--- src/rtl/boss_enemy_controller.sv ---
// rtl/boss_enemy_controller.sv - patrolling boss enemy with bullet hit detection,
// post-hit invulnerability, timed death phase and kill strobe.
module boss_enemy_controller #(
   parameter int N_BULLETS  = 8,
   parameter int BW         = 10,
   parameter int HP_MAX     = 10,
   parameter int SPR_W      = 32,
   parameter int SPR_H      = 32,
   parameter int BUL_SZ     = 8,
   parameter int SPAWN_X    = 320,
   parameter int SPAWN_Y    = 50,
   parameter int STEP       = 2,
   parameter int MOVE_DIV   = 500000,
   parameter int MARGIN     = 10,
   parameter int SCREEN_W   = 640,
   parameter int INVULN_CYC = 250000,
   parameter int DYING_CYC  = 2000000,
   localparam int HPW       = $clog2(HP_MAX + 1)
) (
   input  logic                    clk25,
   input  logic                    rst,
   input  logic                    enable,
   input  logic [N_BULLETS*BW-1:0] bullet_x_flat,
   input  logic [N_BULLETS*BW-1:0] bullet_y_flat,
   input  logic [N_BULLETS-1:0]    bullet_active_flat,
   output logic [BW-1:0]           enemy_x,
   output logic [BW-1:0]           enemy_y,
   output logic [HPW-1:0]          enemy_hp,
   output logic                    enemy_alive,
   output logic                    enemy_flash,
   output logic                    enemy_dying,
   output logic [N_BULLETS-1:0]    bullet_hit,
   output logic                    kill_pulse
);

   localparam int XMAX = SCREEN_W - SPR_W - MARGIN;
   localparam int TMAX = (INVULN_CYC > DYING_CYC) ? INVULN_CYC : DYING_CYC;
   localparam int TW   = $clog2(TMAX + 1);
   localparam int MW   = $clog2(MOVE_DIV + 1);

   typedef enum logic [2:0] {IDLE, ALIVE, HURT, DYING, DEAD} state_t;

   state_t               state_q, state_d;
   logic [BW-1:0]        x_q, x_d;
   logic                 dir_left_q, dir_left_d;
   logic [HPW-1:0]       hp_q, hp_d;
   logic [MW-1:0]        mcnt_q, mcnt_d;
   logic [TW-1:0]        tmr_q, tmr_d;
   logic [N_BULLETS-1:0] hit_q, hit_d;
   logic                 kill_q, kill_d;

   logic [N_BULLETS-1:0] overlap;
   logic [BW-1:0]        x_mv;
   logic                 dir_mv;
   logic [MW-1:0]        mcnt_mv;

   // Box overlap in BW+1 bits so edge sums near the top of the range never wrap.
   for (genvar i = 0; i < N_BULLETS; i++) begin : g_hit
      logic [BW:0] bx, by, ex, ey;
      assign bx = {1'b0, bullet_x_flat[i*BW +: BW]};
      assign by = {1'b0, bullet_y_flat[i*BW +: BW]};
      assign ex = {1'b0, x_q};
      assign ey = {1'b0, BW'(SPAWN_Y)};
      assign overlap[i] = bullet_active_flat[i]
                       && (bx + (BW+1)'(BUL_SZ) >= ex) && (bx <= ex + (BW+1)'(SPR_W - 1))
                       && (by + (BW+1)'(BUL_SZ) >= ey) && (by <= ey + (BW+1)'(SPR_H - 1));
   end

   always_comb begin
      mcnt_mv = mcnt_q + MW'(1);
      x_mv    = x_q;
      dir_mv  = dir_left_q;
      if (mcnt_q == MW'(MOVE_DIV - 1)) begin
         mcnt_mv = '0;
         if (!dir_left_q) begin
            if (int'(x_q) + STEP >= XMAX) begin
               x_mv   = BW'(XMAX);
               dir_mv = 1'b1;
            end else begin
               x_mv = x_q + BW'(STEP);
            end
         end else begin
            if (int'(x_q) <= MARGIN + STEP) begin
               x_mv   = BW'(MARGIN);
               dir_mv = 1'b0;
            end else begin
               x_mv = x_q - BW'(STEP);
            end
         end
      end
   end

   always_ff @(posedge clk25 or posedge rst) begin
      if (rst) begin
         state_q    <= IDLE;
         x_q        <= BW'(SPAWN_X);
         dir_left_q <= 1'b0;
         hp_q       <= '0;
         mcnt_q     <= '0;
         tmr_q      <= '0;
         hit_q      <= '0;
         kill_q     <= 1'b0;
      end else begin
         state_q    <= state_d;
         x_q        <= x_d;
         dir_left_q <= dir_left_d;
         hp_q       <= hp_d;
         mcnt_q     <= mcnt_d;
         tmr_q      <= tmr_d;
         hit_q      <= hit_d;
         kill_q     <= kill_d;
      end
   end

   always_comb begin
      state_d    = state_q;
      x_d        = x_q;
      dir_left_d = dir_left_q;
      hp_d       = hp_q;
      mcnt_d     = mcnt_q;
      tmr_d      = tmr_q;
      hit_d      = '0;
      kill_d     = 1'b0;
      if (!enable) begin
         state_d    = IDLE;
         x_d        = BW'(SPAWN_X);
         dir_left_d = 1'b0;
         hp_d       = '0;
         mcnt_d     = '0;
         tmr_d      = '0;
      end else begin
         case (state_q)
            IDLE: begin
               state_d    = ALIVE;
               hp_d       = HPW'(HP_MAX);
               x_d        = BW'(SPAWN_X);
               dir_left_d = 1'b0;
               mcnt_d     = '0;
               tmr_d      = '0;
            end
            ALIVE: begin
               x_d        = x_mv;
               dir_left_d = dir_mv;
               mcnt_d     = mcnt_mv;
               if (|overlap) begin
                  hit_d = overlap;
                  tmr_d = '0;
                  if (hp_q > HPW'(1)) begin
                     hp_d    = hp_q - HPW'(1);
                     state_d = HURT;
                  end else begin
                     hp_d    = '0;
                     kill_d  = 1'b1;
                     state_d = DYING;
                  end
               end
            end
            HURT: begin
               x_d        = x_mv;
               dir_left_d = dir_mv;
               mcnt_d     = mcnt_mv;
               hit_d      = overlap;
               if (tmr_q == TW'(INVULN_CYC - 1)) begin
                  tmr_d   = '0;
                  state_d = ALIVE;
               end else begin
                  tmr_d = tmr_q + TW'(1);
               end
            end
            DYING: begin
               if (tmr_q == TW'(DYING_CYC - 1)) begin
                  tmr_d   = '0;
                  state_d = DEAD;
               end else begin
                  tmr_d = tmr_q + TW'(1);
               end
            end
            DEAD: begin
               hp_d = '0;
            end
            default: state_d = IDLE;
         endcase
      end
   end

   always_comb begin
      enemy_alive = (state_q == ALIVE) || (state_q == HURT);
      enemy_flash = (state_q == HURT);
      enemy_dying = (state_q == DYING);
   end

   assign enemy_x    = x_q;
   assign enemy_y    = BW'(SPAWN_Y);
   assign enemy_hp   = hp_q;
   assign bullet_hit = hit_q;
   assign kill_pulse = kill_q;

endmodule

--- config.mk ---
export PLATFORM = sky130hd
export DESIGN_NAME = boss_enemy_controller
export DESIGN_NICKNAME = d
export VERILOG_FILES = /design/src/rtl/boss_enemy_controller.sv
export SDC_FILE = /design/constraint.sdc
export NUM_CORES = 1
export LEC_CHECK = 0
export BUFFER_PORTS_ARGS = -buffer_cell sky130_fd_sc_hd__clkbuf_2
export CAP_MARGIN = 15
export CORE_ASPECT_RATIO = 1.75
export CORE_UTILIZATION = 40
export CTS_BUF_LIST = sky130_fd_sc_hd__clkbuf_8 sky130_fd_sc_hd__clkbuf_16
export CTS_CLUSTER_DIAMETER = 50
export CTS_CLUSTER_SIZE = 10
export DETAILED_ROUTE_END_ITERATION = 10
export GPL_TIMING_DRIVEN = 0
export SYNTH_ARGS = -nofsm -noshare
export SYNTH_HDL_FRONTEND = slang
export SYNTH_SLANG_ARGS = --single-unit
--- constraint.sdc ---
create_clock -name clk25 -period 5.05 [get_ports clk25]
set_clock_uncertainty 0.05 [all_clocks]
set_input_delay 0.2525 -clock clk25 [delete_from_list [all_inputs] [get_ports clk25]]
set_output_delay 0.2525 -clock clk25 [all_outputs]
set_load 0.02 [all_outputs]
Word-level counts from Yosys, hierarchy flattened
Cells that the tools add are included.
{ "word_totals": {"reg_bits": 67, "inputBits": 171, "mem_bits_rw": 0, "output_inout_bits": 36, "latchBits": 0, "elab_cells": 158, "romBits": 0, "memories": 0} }
{ "op_classes": {"n_div": 0, "reduce_logical": 40, "mul": 0, "mux": 37, "n_shift": 0, "n_lt_le_gt_ge": 35, "n_bitwise": 0, "n_addsub": 23, "n_eq_ne": 15} }
{ "op_table": {"columns": ["op", "count"], "rows": [
  ["$add 10x4->11 const B", 16],
  ["$ge 11x10->1", 8],
  ["$ge 11x6->1 const B", 8],
  ["$le 10x11->1", 8],
  ["$mux 21", 4],
  ["$pmux 21 s4", 1],
  ["$le 10x7->1 const B", 8],
  ["$mux 10", 5],
  ["$mux 19", 2],
  ["$pmux 19 s2", 1],
  ["$logic_and 1x1->1", 32],
  ["$add 21x1->21 const B", 1],
  ["$eq 21x18->1 const B", 1],
  ["$eq 21x21->1 const B", 1],
  ["$pmux 10 s2", 1],
  ["$add 19x1->19 const B", 1],
  ["$eq 19x19->1 const B", 1],
  ["$mux 8", 2],
  ["$pmux 8 s2", 1],
  ["$pmux 3 s5", 1],
  ["$mux 3", 4],
  ["$mux 4", 3],
  ["$ne 3x2->1 const B", 4],
  ["$pmux 4 s3", 1],
  ["23 further kinds", 35]
]} }

Longest topological paths before layout
{ "logic_depth": {"word_depth": 10, "ltp_mapped": 17, "depth_no_buf": 14} }

Worst setup path after synthesis
OpenSTA, ideal clock, no wires.
{ "synth_timing": {"path_type": "register -> register", "from": "register x_q[1], in the netlist enemy_x[1]", "to": "register tmr_q[1]", "path_stages_with_launch": 18, "slack_ns": 0.960, "t_arrival_ns": 3.902, "t_required_ns": 4.862, "setup_time_ns": 0.138, "path_buffers": 4, "synth_period_minus_slack_ns": 4.090, "cell_sequence": "dfrtp_1 > clkbuf_1 > nor4_1 > clkbuf_1 > nor2_1 > xnor2_1 > ha_1 > nand3_1 > o21ai_0 > maj3_1 > a21oi_1 > a2bb2oi_1 > o2111ai_1 > nor4bb_1 > buf_2 > nand3_4 > buf_6 > o22ai_1"} }
{ "synth_between": {"elab_chain_cells": 8, "word_cells_on_any_way": 52, "classes_between": "add/sub (1); order compare (16); eq/ne (1); reduce/logical (34)"} }
{ "synth_lines": {"columns": ["element", "line", "text"], "rows": [
  ["start: declaration", "44", "logic [BW-1:0] x_q, x_d;"],
  ["start signal: assignment", "96", "x_q <= BW'(SPAWN_X);"],
  ["$add 10x5->11 or $ge 11x10->1 (tied branches)", "65", "&& (bx + (BW+1)'(BUL_SZ) >= ex) && (bx <= ex + (BW+1)'(SPR_W - 1))"],
  ["$le 10x11->1 or $logic_and 1x1->1 (tied branches)", "65", null],
  ["$logic_and 1x1->1", "65", null],
  ["$logic_and 1x1->1 (2 in series)", "66", "&& (by + (BW+1)'(BUL_SZ) >= ey) && (by <= ey + (BW+1)'(SPR_H - 1));"],
  ["$reduce_or 8->1 *", "145", "if (|overlap) begin"],
  ["$ne 3x3->1 (no line) *", null, null],
  ["$reduce_and 2->1 (no line) *", null, null],
  ["end signal: assignment", "109", "tmr_q <= tmr_d;"],
  ["end: declaration", "48", "logic [TW-1:0] tmr_q, tmr_d;"]
]} }
Every way passes the cells marked *; elsewhere a longest branch is shown, timed or not.
A chain may end at the register's enable or synchronous reset.

Final worst setup path
Same ends and word-level chain as after synthesis.

==> out/qor.txt <==
Die area = 24,200 um2
Hold_ws = 0.0283 ns
CP Cell Sequence = clkbuf_1 > clkinvlp_4 > ha_1 > and4bb_2 > a211oi_4 > buf_4 > mux2_2 > a211oi_1 > o2bb2ai_1 > a22oi_2 > o211a_1 > buf_4 > nand3_4 > buf_6 > o22ai_1
Final wirelength = 30,000 um
Syn Area/Cell = 8.02 um2
Count leader, synth = ha_1
Drt wl/cell = 17.8 um
Yosys top cell by area = ha_1
Number of H-tree levels = 3
Most used cell, CP = buf_4
Top cells by area, synth = ha_1 (21%), dfrtp_1 (17%), a21oi_1 (4.5%), o21ai_0 (4.1%), xnor2_1 (4.1%)
CP Max Fanout = 11
Area after DPL = 10,800 um2
TritonCTS Sinks = 66
Max clock buf depth = 2
Worst setup EP type = flip-flop
Die Y = 205 um
Crit start category = flip-flop
Worst path bufs/invs = 5
Layout area overhead = 18.0%
Yosys cell types = 84
CORE AREA = 22,900 um2
Final Hold Fails = 0
Max stage delay on crit path = 0.62 ns
Reg2reg start = enemy_x[1]$_DFFE_PP0P_
Mapped Area = 9420 um2
Drt pass-1 iters = 6
CP top delay family = compound AO/OA/AOI/OAI gates
Initial antenna violation count = 0
Largest net degree at the start of global routing = 67
RSZ-0062 raised after global routing = false
Cell Rows = 73
Layout Nets = 1,711
Setup Viol. Count Final = 0
Leak = 5.07 nW
MaxCap Viol Count = 0
Clock Pin Slew Worst Setup and Hold Paths = 0.05 ns
Main synth FF type = dfrtp_1
Mapped Cells = 1,174
Share of post-route cells with drive strength above 1 = 18.1%
Port bufs = 180
Congestion Overflow GR = 0
Register area share after synthesis = 17.6%
Critical path origin = enemy_x[1]$_DFFE_PP0P_
Detail Route Antenna Nets = 0
Die width = 118 um
Yosys warns = 0
Slew margin rel. = 43.8%
Initial core utilization = 41.1%
Vias per inst = 5.83
Share of the synthesized area in the top cell type = 21.3%
Vias in the first global route = 9,581
Tot Pwr = 2.53 mW
Worst-Skew Late Latency = 0.33 ns
Fin util = 48.5%
Register bit total from synthesis = 66
Multi-input gate area = 7320 um2
EDFF count, synth = 0
Via Count = 9,817
Peak VDD IR = 0.000148 V
Worst Tran Pin Value = 0.840 ns
Required @ worst endpoint = 5.24 ns
First-pass GRT wire length = 47,700 um
Reg area = 1660 um2
Num ports = 207
Signal arrival time at the worst endpoint = 4.91 ns
TritonCTS buffer count = 9
Total GRT Usage = 24.8%
Post-CTS Hold Buffers = 0
Hold Path Class = in2async
Final max-slew violation count = 0
Final worst slack = 0.332 ns
Clk root buf = clkbuf_16
Most common library cells after synthesis = ha_1 (160), a21oi_1 (85), o21ai_0 (77), nand2_1 (74), nor2_1 (71)
Outcome = complete, no violations
PwrDens = 228 nW/um2
Fillers = 2,348
N_diodes = 0
Placer Congestion = 0.907
CTS tree = done
Fin area = 11,100 um2
DR iter-0 viols = 411
Crit share post-route = 93.4%
Async S/R FF share, synth = 100%
Remaining DRCs = 0
Setup WS pre-CTS = -0.732 ns
Hpwl dp = 24,100 um
WS Path Type = reg2reg
Min cycle time layout = 4.72 ns
Max Clk Rate = 212 MHz
Critical path's slowest cell = dfrtp_2
[logic make-up after synthesis]
group,Yosys count,synth area share (%)
compound gates,344,24.4
xor+xnor,84,7.81
fa+ha+maj,164,21.7
buf+inv,120,5.47
flops,66,17.6
mux,6,0.664
other cells,2,0.0798
simple gates,388,22.3
[area by class of cell]
type                       instances  area share [%]
buffer                            69            2.93
sequential                        66            14.9
timing repair buffer             186            8.51
inverter                          51            1.81
tap                              300            3.38
clock inverter                     5           0.428
multi-input combinational        997            65.9
clock buffer                      10            2.15
[power by group]
group          internal [mW]  switching, mW  leakage [nW]
registers              0.555         0.0494         0.906
clock network          0.387          0.215         0.151
logic                  0.533          0.795          4.01
total                   1.47           1.06          5.07
[worst paths after layout]
check | end | slack, ns | depth (start not counted)
setup reg to reg | tmr_q[1]$_DFFE_PP0P_ | 0.33 | 15
hold reg to reg | mcnt_q[1]$_DFFE_PP0P_ | 0.47 | 2
setup / recovery | tmr_q[1]$_DFFE_PP0P_ | 0.33 | 15
min in group clk25 | state_q[0]$_DFFE_PP0P_ | 0.19 | 3
max in group asynchronous | enemy_x[1]$_DFFE_PP0P_ | 4.35 | 2
hold / removal | tmr_q[9]$_DFFE_PP0P_ | 0.03 | 2
[cell usage in the layout, fill, tap and decap left out, types with 6 or more instances in the layout]
cell / n
o2111ai_1: 10
nor3b_1: 8
nand3_1: 60
o311a_1: 8
xor2_1: 40
buf_4: 20
o21a_1: 17
a21o_1: 10
a211oi_1: 9
nor2_1: 71
nor3_1: 27
a41oi_1: 11
nor4b_1: 18
nor4_1: 6
nand2b_1: 8
ha_1: 160
o21ai_0: 76
o211ai_1: 22
a21oi_1: 85
inv_1: 47
nor2b_1: 15
xnor2_1: 41
and3_1: 28
or2_2: 6
clkbuf_16: 9
or3_1: 8
and2_1: 12
clkbuf_1: 46
dfrtp_1: 63
nand2_1: 74
o22ai_1: 8
a31oi_1: 18
nand4_1: 18
clkbuf_2: 181
conb_1: 11
nand3b_1: 7
[flip-flops by register name (all words and copies together) (netlist names)]
register	cells
tmr_q	21
mcnt_q	19
enemy_x	9
bullet_hit	8
enemy_hp	4
state_q	3
dir_left_q	1
kill_pulse	1
[timing repair]
item | in CTS | in global routing
endpoints found under the setup margin | 28 | 28
buffers inserted | 2 | 1
cloned | 0 | 0
pin swaps | 0 | 1
gates resized for setup | 7 | 5
[per-stage QoR]
step | setup TNS [ns] | instances
2_1_floorplan | 0 | 1183
3_3_place_gp | -16.58 | 1663
3_5_place_dp | -16.70 | 1666
4_1_cts | 0 | 1683
5_1_grt | 0 | 1684
6_report | 0 | 1684
[metal layers]
layer	GRT usage, %	share of wire, %
met5	0	0
met3	2.34	3.8
met2	49.4	55
met1	25.0	37
met4	13.2	4.6
No activity file was read; power rests on OpenSTA's default activity.
